File: src/rtl/centroid_accum.sv
// -----------------------------------------------------------------------------
// centroid_accum
//
// Purpose:
//   Accumulates per-line pupil pixel counts and x-index sums over a frame. At
//   frame end, a sequential restoring divider produces the pupil centre of
//   gravity. The x quotient is computed first, then the y quotient. The
//   divider yields one quotient bit per cycle, MSB first.
//
// Ports:
//   iCLK          clock, rising edge
//   iRST          asynchronous active-high reset
//   iFRAME_START  pulse: clear accumulators, line index := 0, enter ACCUM
//   iFRAME_END    pulse: close frame, start division (only honoured in ACCUM)
//   iLINE_VALID   strobe: iCOUNT/iXSUM valid for the current line
//   iCOUNT        set pixels in the line, 0..(1<<BIT_WIDTH)
//   iXSUM         sum of x indices of the set pixels
//   oCX           floor(SUMX/AREA)
//   oCY           floor(SUMY/AREA)
//   oAREA         total pixel count of the last completed frame
//   oVALID        one-cycle pulse in the DONE cycle
//   oNO_TARGET    area too small, so oCX/oCY keep their previous values
//   oOVERFLOW     more lines than the line index can address were seen
//   oBUSY         high in DIV_X / DIV_Y / DONE
//
// Configuration:
//   `define CENTROID_MIN_AREA_EN makes any AREA < MIN_AREA count as no target.
//   Without it, only AREA == 0 counts as no target.
// -----------------------------------------------------------------------------
module centroid_accum #(
  parameter int BIT_WIDTH = 5,
  parameter int Y_WIDTH   = 6,
  parameter int MIN_AREA  = 4
) (
  input  logic                         iCLK,
  input  logic                         iRST,
  input  logic                         iFRAME_START,
  input  logic                         iFRAME_END,
  input  logic                         iLINE_VALID,
  input  logic [BIT_WIDTH:0]           iCOUNT,
  input  logic [2*BIT_WIDTH-1:0]       iXSUM,
  output logic [BIT_WIDTH-1:0]         oCX,
  output logic [Y_WIDTH-1:0]           oCY,
  output logic [BIT_WIDTH+Y_WIDTH:0]   oAREA,
  output logic                         oVALID,
  output logic                         oNO_TARGET,
  output logic                         oOVERFLOW,
  output logic                         oBUSY
);

  localparam int AREA_W = BIT_WIDTH + 1 + Y_WIDTH;
  localparam int SX_W   = 2*BIT_WIDTH + Y_WIDTH;
  localparam int SY_W   = BIT_WIDTH + 1 + 2*Y_WIDTH;
  localparam int Q_W    = (BIT_WIDTH > Y_WIDTH) ? BIT_WIDTH : Y_WIDTH;
  localparam int CNT_W  = $clog2(Q_W) + 1;

`ifdef CENTROID_MIN_AREA_EN
  localparam bit USE_MIN_AREA = 1'b1;
`else
  localparam bit USE_MIN_AREA = 1'b0;
`endif

  typedef enum logic [2:0] {IDLE, ACCUM, DIV_X, DIV_Y, DONE} state_t;

  state_t              state_reg;
  logic [AREA_W-1:0]   area_reg;
  logic [SX_W-1:0]     sumx_reg;
  logic [SY_W-1:0]     sumy_reg;
  logic [Y_WIDTH-1:0]  y_reg;
  // Set once the last addressable line has been taken. From then on y_reg
  // stays saturated and further lines are dropped.
  logic                full_reg;
  logic                skip_reg;
  logic [AREA_W-1:0]   rem_reg;
  logic [Q_W-1:0]      low_reg;   // remaining dividend bits, MSB-aligned
  logic [Q_W-1:0]      q_reg;
  logic [CNT_W-1:0]    cnt_reg;
  logic [BIT_WIDTH-1:0] cx_res_reg;

  // Next accumulator values. A frame start clears the accumulators first, so a
  // line arriving in the same cycle accumulates as y = 0.
  logic [AREA_W-1:0]   area_base, area_next;
  logic [SX_W-1:0]     sumx_base, sumx_next;
  logic [SY_W-1:0]     sumy_base, sumy_next;
  logic [Y_WIDTH-1:0]  y_base, y_next;
  logic                full_base, full_next;
  logic                ovf_base, ovf_next;
  logic                line_take;
  logic                skip_next;

  assign line_take = iLINE_VALID && (iFRAME_START || (state_reg == ACCUM));

  always_comb begin
    if (iFRAME_START) begin
      area_base = '0;
      sumx_base = '0;
      sumy_base = '0;
      y_base    = '0;
      full_base = 1'b0;
      ovf_base  = 1'b0;
    end else begin
      area_base = area_reg;
      sumx_base = sumx_reg;
      sumy_base = sumy_reg;
      y_base    = y_reg;
      full_base = full_reg;
      ovf_base  = oOVERFLOW;
    end
    area_next = area_base;
    sumx_next = sumx_base;
    sumy_next = sumy_base;
    y_next    = y_base;
    full_next = full_base;
    ovf_next  = ovf_base;
    if (line_take) begin
      if (full_base) begin
        ovf_next = 1'b1;
      end else begin
        area_next = area_base + AREA_W'(iCOUNT);
        sumx_next = sumx_base + SX_W'(iXSUM);
        sumy_next = sumy_base + SY_W'(iCOUNT) * SY_W'(y_base);
        if (y_base == {Y_WIDTH{1'b1}}) begin
          full_next = 1'b1;
        end else begin
          y_next = y_base + Y_WIDTH'(1);
        end
      end
    end
  end

  // The divisor is always the frame area, which is frozen once division starts.
  assign skip_next = (area_next == '0) ||
                     (USE_MIN_AREA && (area_next < AREA_W'(MIN_AREA)));

  // One restoring step: bring down the next dividend bit and subtract the
  // divisor if it fits. The remainder stays below the area, so the trial value
  // needs only one extra bit.
  logic [AREA_W:0]   trial;
  logic              fits;
  logic [AREA_W-1:0] rem_step;
  logic [Q_W-1:0]    q_step;

  always_comb begin
    trial    = {rem_reg, low_reg[Q_W-1]};
    fits     = (trial >= {1'b0, area_reg});
    rem_step = fits ? AREA_W'(trial - {1'b0, area_reg}) : trial[AREA_W-1:0];
    q_step   = (q_reg << 1) | Q_W'(fits);
  end

  // Divider preload. The quotient is known to fit in Q bits, so dividend >> Q
  // is already smaller than the divisor and can seed the remainder directly.
  logic [AREA_W-1:0] x_rem_load, y_rem_load;
  logic [Q_W-1:0]    x_low_load, y_low_load;

  assign x_rem_load = AREA_W'(sumx_next >> BIT_WIDTH);
  assign x_low_load = Q_W'(sumx_next[BIT_WIDTH-1:0]) << (Q_W - BIT_WIDTH);
  assign y_rem_load = AREA_W'(sumy_reg >> Y_WIDTH);
  assign y_low_load = Q_W'(sumy_reg[Y_WIDTH-1:0]) << (Q_W - Y_WIDTH);

  always_ff @(posedge iCLK or posedge iRST) begin
    if (iRST) begin
      state_reg  <= IDLE;
      area_reg   <= '0;
      sumx_reg   <= '0;
      sumy_reg   <= '0;
      y_reg      <= '0;
      full_reg   <= 1'b0;
      skip_reg   <= 1'b0;
      rem_reg    <= '0;
      low_reg    <= '0;
      q_reg      <= '0;
      cnt_reg    <= '0;
      cx_res_reg <= '0;
      oCX        <= '0;
      oCY        <= '0;
      oAREA      <= '0;
      oVALID     <= 1'b0;
      oNO_TARGET <= 1'b0;
      oOVERFLOW  <= 1'b0;
      oBUSY      <= 1'b0;
    end else begin
      area_reg  <= area_next;
      sumx_reg  <= sumx_next;
      sumy_reg  <= sumy_next;
      y_reg     <= y_next;
      full_reg  <= full_next;
      oOVERFLOW <= ovf_next;
      oVALID    <= 1'b0;

      if (iFRAME_START) begin
        // Abort whatever is in flight; no result is published.
        state_reg <= ACCUM;
        oBUSY     <= 1'b0;
      end else begin
        case (state_reg)
          IDLE: ;
          ACCUM: begin
            if (iFRAME_END) begin
              state_reg <= DIV_X;
              oBUSY     <= 1'b1;
              skip_reg  <= skip_next;
              rem_reg   <= x_rem_load;
              low_reg   <= x_low_load;
              q_reg     <= '0;
              cnt_reg   <= '0;
            end
          end
          DIV_X: begin
            if (!skip_reg) begin
              rem_reg <= rem_step;
              low_reg <= low_reg << 1;
              q_reg   <= q_step;
            end
            cnt_reg <= cnt_reg + CNT_W'(1);
            if (cnt_reg == CNT_W'(BIT_WIDTH - 1)) begin
              cx_res_reg <= q_step[BIT_WIDTH-1:0];
              rem_reg    <= y_rem_load;
              low_reg    <= y_low_load;
              q_reg      <= '0;
              cnt_reg    <= '0;
              state_reg  <= DIV_Y;
            end
          end
          DIV_Y: begin
            if (!skip_reg) begin
              rem_reg <= rem_step;
              low_reg <= low_reg << 1;
              q_reg   <= q_step;
            end
            cnt_reg <= cnt_reg + CNT_W'(1);
            if (cnt_reg == CNT_W'(Y_WIDTH - 1)) begin
              state_reg  <= DONE;
              oVALID     <= 1'b1;
              oAREA      <= area_reg;
              oNO_TARGET <= skip_reg;
              if (!skip_reg) begin
                oCX <= cx_res_reg;
                oCY <= q_step[Y_WIDTH-1:0];
              end
            end
          end
          DONE: begin
            state_reg <= IDLE;
            oBUSY     <= 1'b0;
          end
          default: begin
            state_reg <= IDLE;
            oBUSY     <= 1'b0;
          end
        endcase
      end
    end
  end

endmodule

File: config.mk
export PLATFORM = sky130hd
export DESIGN_NAME = centroid_accum
export DESIGN_NICKNAME = d
export VERILOG_FILES = /design/src/rtl/centroid_accum.sv
export SDC_FILE = /design/constraint.sdc
export NUM_CORES = 1
export LEC_CHECK = 0
export CAP_MARGIN = 30
export CORE_UTILIZATION = 61
export CTS_CLUSTER_DIAMETER = 150
export DETAILED_ROUTE_END_ITERATION = 16
export PLACE_DENSITY = 0.85
export SYNTH_ARGS = -nofsm -noshare
export SYNTH_HDL_FRONTEND = slang
export SYNTH_SLANG_ARGS = --single-unit
File: constraint.sdc
create_clock -name iCLK -period 5.45 [get_ports iCLK]
set_clock_uncertainty 0.15 [all_clocks]
set_input_delay 1.09 -clock iCLK [delete_from_list [all_inputs] [get_ports iCLK]]
set_output_delay 1.09 -clock iCLK [all_outputs]
set_load 0.02 [all_outputs]
==> run summary, run 1 <==
Clock tree sinks: 116
Net switching power: 1.22 mW
Share of layout cells above drive strength 1: 0.117
Syn_nets: 1,032
Final setup viols: 0
Antenna diodes: 0
Crit-path cells: clkdlybuf4s50_1 -> and2_1 -> fa_1 -> inv_1 -> fa_1 -> inv_1 -> fa_1 -> inv_1 -> fa_1 -> inv_2 -> ha_4 -> o21ai_0 -> o21ai_1 -> a31oi_2 -> a21oi_2 -> o41ai_4 -> or4_1 -> nand2_1
Total CTS buffers: 17
Gate Count Post-Synth: 921
Die height: 119 um
# hold bufs at CTS: 0
Dpl hpwl: 15,900 um
Detailed Route WL: 22,100 um
Initial Util: 0.626
Vias in the first global route: 7,306
Max transition margin: 0.332
GP Congestion: 0.901
Sequential share of power: 0.302
Gate power share: 0.345
Final Util: 0.749
WP data arrival: 5.44 ns
IO Count: 48
Count of final hold-check violations: 0
Pwr Total: 3.51 mW
Top-area cell type share of the netlist area: 0.350
Lkg Pwr: 4.75 nW
Max Clk Rate: 191 MHz
TritonCTS clock tree: yes
Total of warnings raised by yosys: 0
Worst setup path class: in2reg
TritonRoute pass-1 iters: 5
Post-Layout Cell Count: 1,186
Post-Route Setup TNS: 0 ns
Worst setup startpoint: iCOUNT[3]
Crit path launch type: primary input
ANT nets after route: 0
DRC: 0
CTS H-Tree Depth: 4
First DRT Iteration DRCs: 762
Placed Instances: 1,154
Synth cell types: 64
Max FFs per register: 18
Top cells by area, synth: dfrtp_1 (35%), ha_1 (9.2%), fa_1 (7.0%)
Syn avg cell area: 9.00 um^2
Clk pwr share: 0.353
Crit-path max cell delay: 0.53 ns
Power Density: 353 nW/um^2
Post-synth ARST share: 1.00
Initial antenna violation count: 0
Max Root-Sink Buffers: 2
Row count: 42
Post-synthesis register bit count: 116
First-pass GRT wire length: 36,700 um
Core area: 13,200 um^2
Data required, critical path: 5.66 ns
Routed length per instance: 18.7 um
Fin crit period: 5.23 ns
Largest net degree at the start of global routing: 48
Most frequent cell after synthesis: dfrtp_1
Crit path max fanout: 5
Remaining Overflow, GRT: 0
Reg-to-reg slack, setup: 0.71 ns
Worst Max-Slew Pin Slew: 0.999 ns
Layout net count: 1,108
Area grow syn2layout: 19.7%
Mapped Area: 8290 um^2
Area leader, netlist: dfrtp_1
Clk slew on worst S/H paths: 0.06 ns
Seq/Total Area, Yosys: 0.350
Vias post-DR: 7,314
Final Cycle Share: 0.960
Fin. max-slew vios: 0
Hold Startpoint: oAREA[1]$_DFFE_PP0P_
Cell at the root of the clock tree: clkbuf_16
I/O Buffers: 47
Top FF cell, synth: dfrtp_1
Post-synth EDFFs: 0
Top post-synthesis cells by count: dfrtp_1 (116), nand2_1 (112), inv_1 (85)
Reg2reg start: y_reg[2]$_DFF_PP0_
Max Cap Violations: 0
Die W: 119 um
Switching Share: 0.348
Gr usage total: 0.337
Cell repeated most along the worst path: fa_1
Crit. End Element: flip-flop
Die area: 14,100 um^2
Vias per Instance: 6.17
Max IR drop VDD: 0.261 mV
Critical-path top delay cell: fa_1
Worst-skew pair later-pin latency: 0.43 ns
Int Pwr: 2.28 mW
Status: finished clean
Worst min path class: reg2reg
-- layout by cell type, fill, tap and decap left out, types with 5 or more instances in the layout --
cell,count
nor2_1,62
o211ai_1,6
clkbuf_16,17
a31oi_1,9
ha_1,58
nand2_1,110
nand4_1,8
o22ai_1,5
nor2b_1,19
o21a_1,10
mux2_2,18
bufinv_16,5
o21ai_0,73
nor3_1,14
dfrtp_1,116
nand2b_1,14
and2_1,22
fa_1,29
o221ai_1,5
a21oi_1,38
and3_1,6
inv_1,83
mux2i_1,10
a211oi_1,13
nand3_1,17
a22o_1,12
buf_4,41
a21o_1,11
xnor2_1,24
clkdlybuf4s50_1,46
xor2_1,18
-- power by group through the flow --
stage               Combinational (mW)  Clock [mW]  Sequential [mW]
floorplan                        0.916           0             1.02
global placement                  1.13           0             1.06
detailed placement                1.17           0             1.06
CTS                               1.19        1.24             1.05
global route                      1.32        1.28             1.07
finish                            1.21        1.24             1.06
-- per-stage QoR --
stage	hold slack, ns	worst slack, ns	area (um^2)
final	0.328	0.219	9920
after global routing	0.363	-0.0286	9920
after CTS	0.336	0.0708	9890
after detailed placement	0.323	-0.369	9240
after global placement	0.310	-0.255	9230
after floorplan	0.315	0.00341	8420
-- cell families (layout without fill, tap and decap cells) --
kind of cell / count (synthesis) / in the layout / synth area share
AOI/OAI and AO/OA: 223 / 223 / 0.174
xor gates and xnor gates: 42 / 42 / 0.0444
adders and majority gates: 90 / 90 / 0.162
buffers and inverters: 117 / 206 / 0.0543
DFF: 116 / 116 / 0.350
muxes: 28 / 28 / 0.0365
and+or+nand+nor: 305 / 305 / 0.178
-- timing repair --
| action | 4_1_cts | 5_1_grt |
|---|---|---|
| setup buffers | 0 | 0 |
| setup endpoints to repair | 0 | 4 |
| hold endpoints to repair | 0 | 0 |
| resized for setup | 0 | 5 |
-- layer usage --
layer | vias up | GRT usage | part of all wire
li1 | 3353 | - | -
met1 | 3517 | 0.441 | 0.40
met2 | 367 | 0.526 | 0.47
met3 | 77 | 0.0758 | 0.087
met4 | 0 | 0.166 | 0.042
met5 | - | 0 | 0
-- critical path: cells and delay by family --
kind,cells,cell delay (ns)
buffers and inverters,5,0.62
AND/OR/NAND/NOR,3,0.65
adder cells (fa/ha/maj),5,2.33
AO/OA/AOI/OAI,5,0.73
-- area by class of cell --
type | count | area, um^2
multi-input combinational | 688 | 5050
fill | 906 | 3320
sequential | 116 | 2900
timing repair buffer | 89 | 778
clock buffer | 19 | 443
inverter | 85 | 322
tap | 176 | 220
clock inverter | 13 | 205
-- path summary, 6_finish.rpt --
path	end	cells past startpoint
min in group asynchronous	rem_reg[10]$_DFFE_PP0P_	2
max	sumy_reg[15]$_DFF_PP0_	18
min	oAREA[1]$_DFFE_PP0P_	2
max reg2reg	sumy_reg[15]$_DFF_PP0_	18
max in group asynchronous	sumy_reg[11]$_DFF_PP0_	3
min reg2reg	oAREA[1]$_DFFE_PP0P_	2
(Power assumes the default switching activity.)
==> run 2, diff against run 1 <==
CORE_UTILIZATION = 35   (was 61)
PLACE_DENSITY = 0.56   (was 0.85)
==> run 2 against run 1 <==
  * Cell count up 12%
  * Setup slack worse by 0.043 ns
  * Non-clock buffer count up 4
  * Hold slack worse by 0.0049 ns
  * Sequential cell count unchanged
  * Combinational power about the same
  * Sequential power about the same
  * Maximum frequency down 0.82%
  * Die area up 73%
  * Core utilization down 31 points
  * Register-to-register slack worse by 0.03 ns
  * Design area up 1.3%
  * Largest cell class unchanged
==> run summary, run 2 (synthesis results as in run 1) <==
WP data arrival: 5.48 ns
Gr usage total: 0.201
Vias post-DR: 6,956
Worst Max-Slew Pin Slew: 0.858 ns
Gate power share: 0.362
Max FFs per register: 18
Cell repeated most along the worst path: fa_1
Commonest non-fill, non-tap cell in the layout: dfrtp_1
TritonCTS clock tree: yes
Critical-path top delay cell: fa_1
Int Pwr: 2.17 mW
Final Cycle Share: 0.968
Detailed Route WL: 22,600 um
Crit-path cells: clkdlybuf4s50_1 -> and2_4 -> fa_1 -> inv_1 -> fa_1 -> inv_1 -> fa_1 -> inv_1 -> fa_1 -> inv_2 -> ha_4 -> o21ai_0 -> o21ai_1 -> a31oi_2 -> a21oi_2 -> o41ai_2 -> buf_4 -> or4_1 -> nand2_1
Share of layout cells above drive strength 1: 0.118
Fin. max-slew vios: 0
Fin crit period: 5.27 ns
Lkg Pwr: 4.73 nW
Vias in the first global route: 6,853
Worst min path class: reg2reg
Crit path max fanout: 5
Sequential cell area: 2900 um^2
# hold bufs at CTS: 0
I/O Buffers: 47
Max Root-Sink Buffers: 2
Placed Area: 9440 um^2
Max Clk Rate: 190 MHz
Power Density: 335 nW/um^2
Remaining Overflow, GRT: 0
Final Util: 0.439
Clock tree sinks: 116
Routed length per instance: 17.0 um
Dpl hpwl: 17,200 um
Die height: 156 um
Max Cap Violations: 0
Initial antenna violation count: 0
Most frequent cells in the layout: dfrtp_1 (116), nand2_1 (110), inv_1 (83)
Crit path launch type: primary input
Count of final hold-check violations: 0
Layout net count: 1,112
Area occupied by multi-input gates: 5030 um^2
DRC: 0
Vias per Instance: 5.25
Buffers & Inverters on Critical Path: 6
Setup WS post-layout: 0.176 ns
Cell at the root of the clock tree: clkbuf_16
Status: finished clean
Pwr Total: 3.36 mW
Final cell area excluding filler cells: 10,100 um^2
TritonRoute pass-1 iters: 5
Switching Share: 0.355
Max IR drop VDD: 0.193 mV
Clk slew on worst S/H paths: 0.06 ns
Largest net degree at the start of global routing: 65
Crit-path max cell delay: 0.54 ns
Initial Util: 0.362
Worst setup path class: in2reg
Max transition margin: 0.428
Post-Route Setup TNS: 0 ns
Post-Layout Cell Count: 1,326
GP Congestion: 0.861
DP Worst Slack: -0.331 ns
First-pass GRT wire length: 37,500 um
Worst-skew pair later-pin latency: 0.42 ns
Sequential share of power: 0.310
Die W: 156 um
Data required, critical path: 5.66 ns
Clk pwr share: 0.327
Core area: 22,900 um^2
Row count: 55
Placed Instances: 1,293
IO Count: 48
Final setup viols: 0
Hold Slack: 0.323 ns
Area grow syn2layout: 21.3%
Net switching power: 1.19 mW
CTS H-Tree Depth: 4
Crit. End Element: flip-flop
Filler Cell Count: 2,241
First DRT Iteration DRCs: 411
Die area: 24,300 um^2
Total CTS buffers: 17
ANT nets after route: 0
CP delay by family, top: adder cells
Antenna diodes: 0
run 2: per-layer routing:
layer	vias to the layer above	part of all wire	track usage	wire length, um
met5	-	0	0	0
met4	0	0.016	0.0560	359
met3	24	0.042	0.0364	958
met2	167	0.45	0.313	10200
met1	3403	0.49	0.284	11000
li1	3362	-	-	-
run 2: worst paths after layout:
| path | cells after the start | endpoint | startpoint | slack, ns |
|---|---|---|---|---|
| setup / recovery | 19 | sumy_reg[15]$_DFF_PP0_ | iCOUNT[3] | 0.18 |
| hold / removal | 2 | oAREA[8]$_DFFE_PP0P_ | oAREA[8]$_DFFE_PP0P_ | 0.32 |
| setup reg to reg | 20 | sumy_reg[15]$_DFF_PP0_ | y_reg[1]$_DFF_PP0_ | 0.68 |
| hold reg to reg | 2 | oAREA[8]$_DFFE_PP0P_ | oAREA[8]$_DFFE_PP0P_ | 0.32 |
| max in group asynchronous | 3 | y_reg[2]$_DFF_PP0_ | iRST | 3.18 |
| min in group asynchronous | 2 | oNO_TARGET$_DFFE_PP0P_ | iRST | 1.04 |
run 2: power by group through the flow:
stage	Sequential (mW)	Clock, mW	Combinational (mW)
after floorplan	1.02	0	0.916
after global placement	1.06	0	1.20
after detailed placement	1.06	0	1.21
after CTS	1.04	1.12	1.22
after global routing	1.06	1.17	1.37
final	1.04	1.10	1.22
run 2: final cells by class:
cell class | instances | area share
clock buffers | 22 | 0.0472
well taps | 313 | 0.0390
multi-input cells | 688 | 0.501
inverters | 85 | 0.0320
repair buffers | 93 | 0.0822
clock inverters | 9 | 0.0103
flip-flops and latches | 116 | 0.289
run 2: timing repair:
action,4_1_cts,5_1_grt
setup buffers,0,1
endpoints found under the setup margin,0,3
endpoints found under the hold margin,0,0
resized for setup,0,4
run 2: worst reg2reg max path, stage by stage (launching register included):
cell     delay, ns
dfrtp_1       0.36
nor2b_1       0.15
buf_12        0.14
and2_4        0.13
fa_1          0.50
inv_1         0.06
fa_1          0.54
inv_1         0.05
fa_1          0.47
inv_1         0.05
fa_1          0.51
inv_2         0.05
ha_4          0.25
o21ai_0       0.07
o21ai_1       0.19
a31oi_2       0.14
a21oi_2       0.19
o41ai_2       0.09
buf_4         0.16
or4_1         0.40
nand2_1       0.07
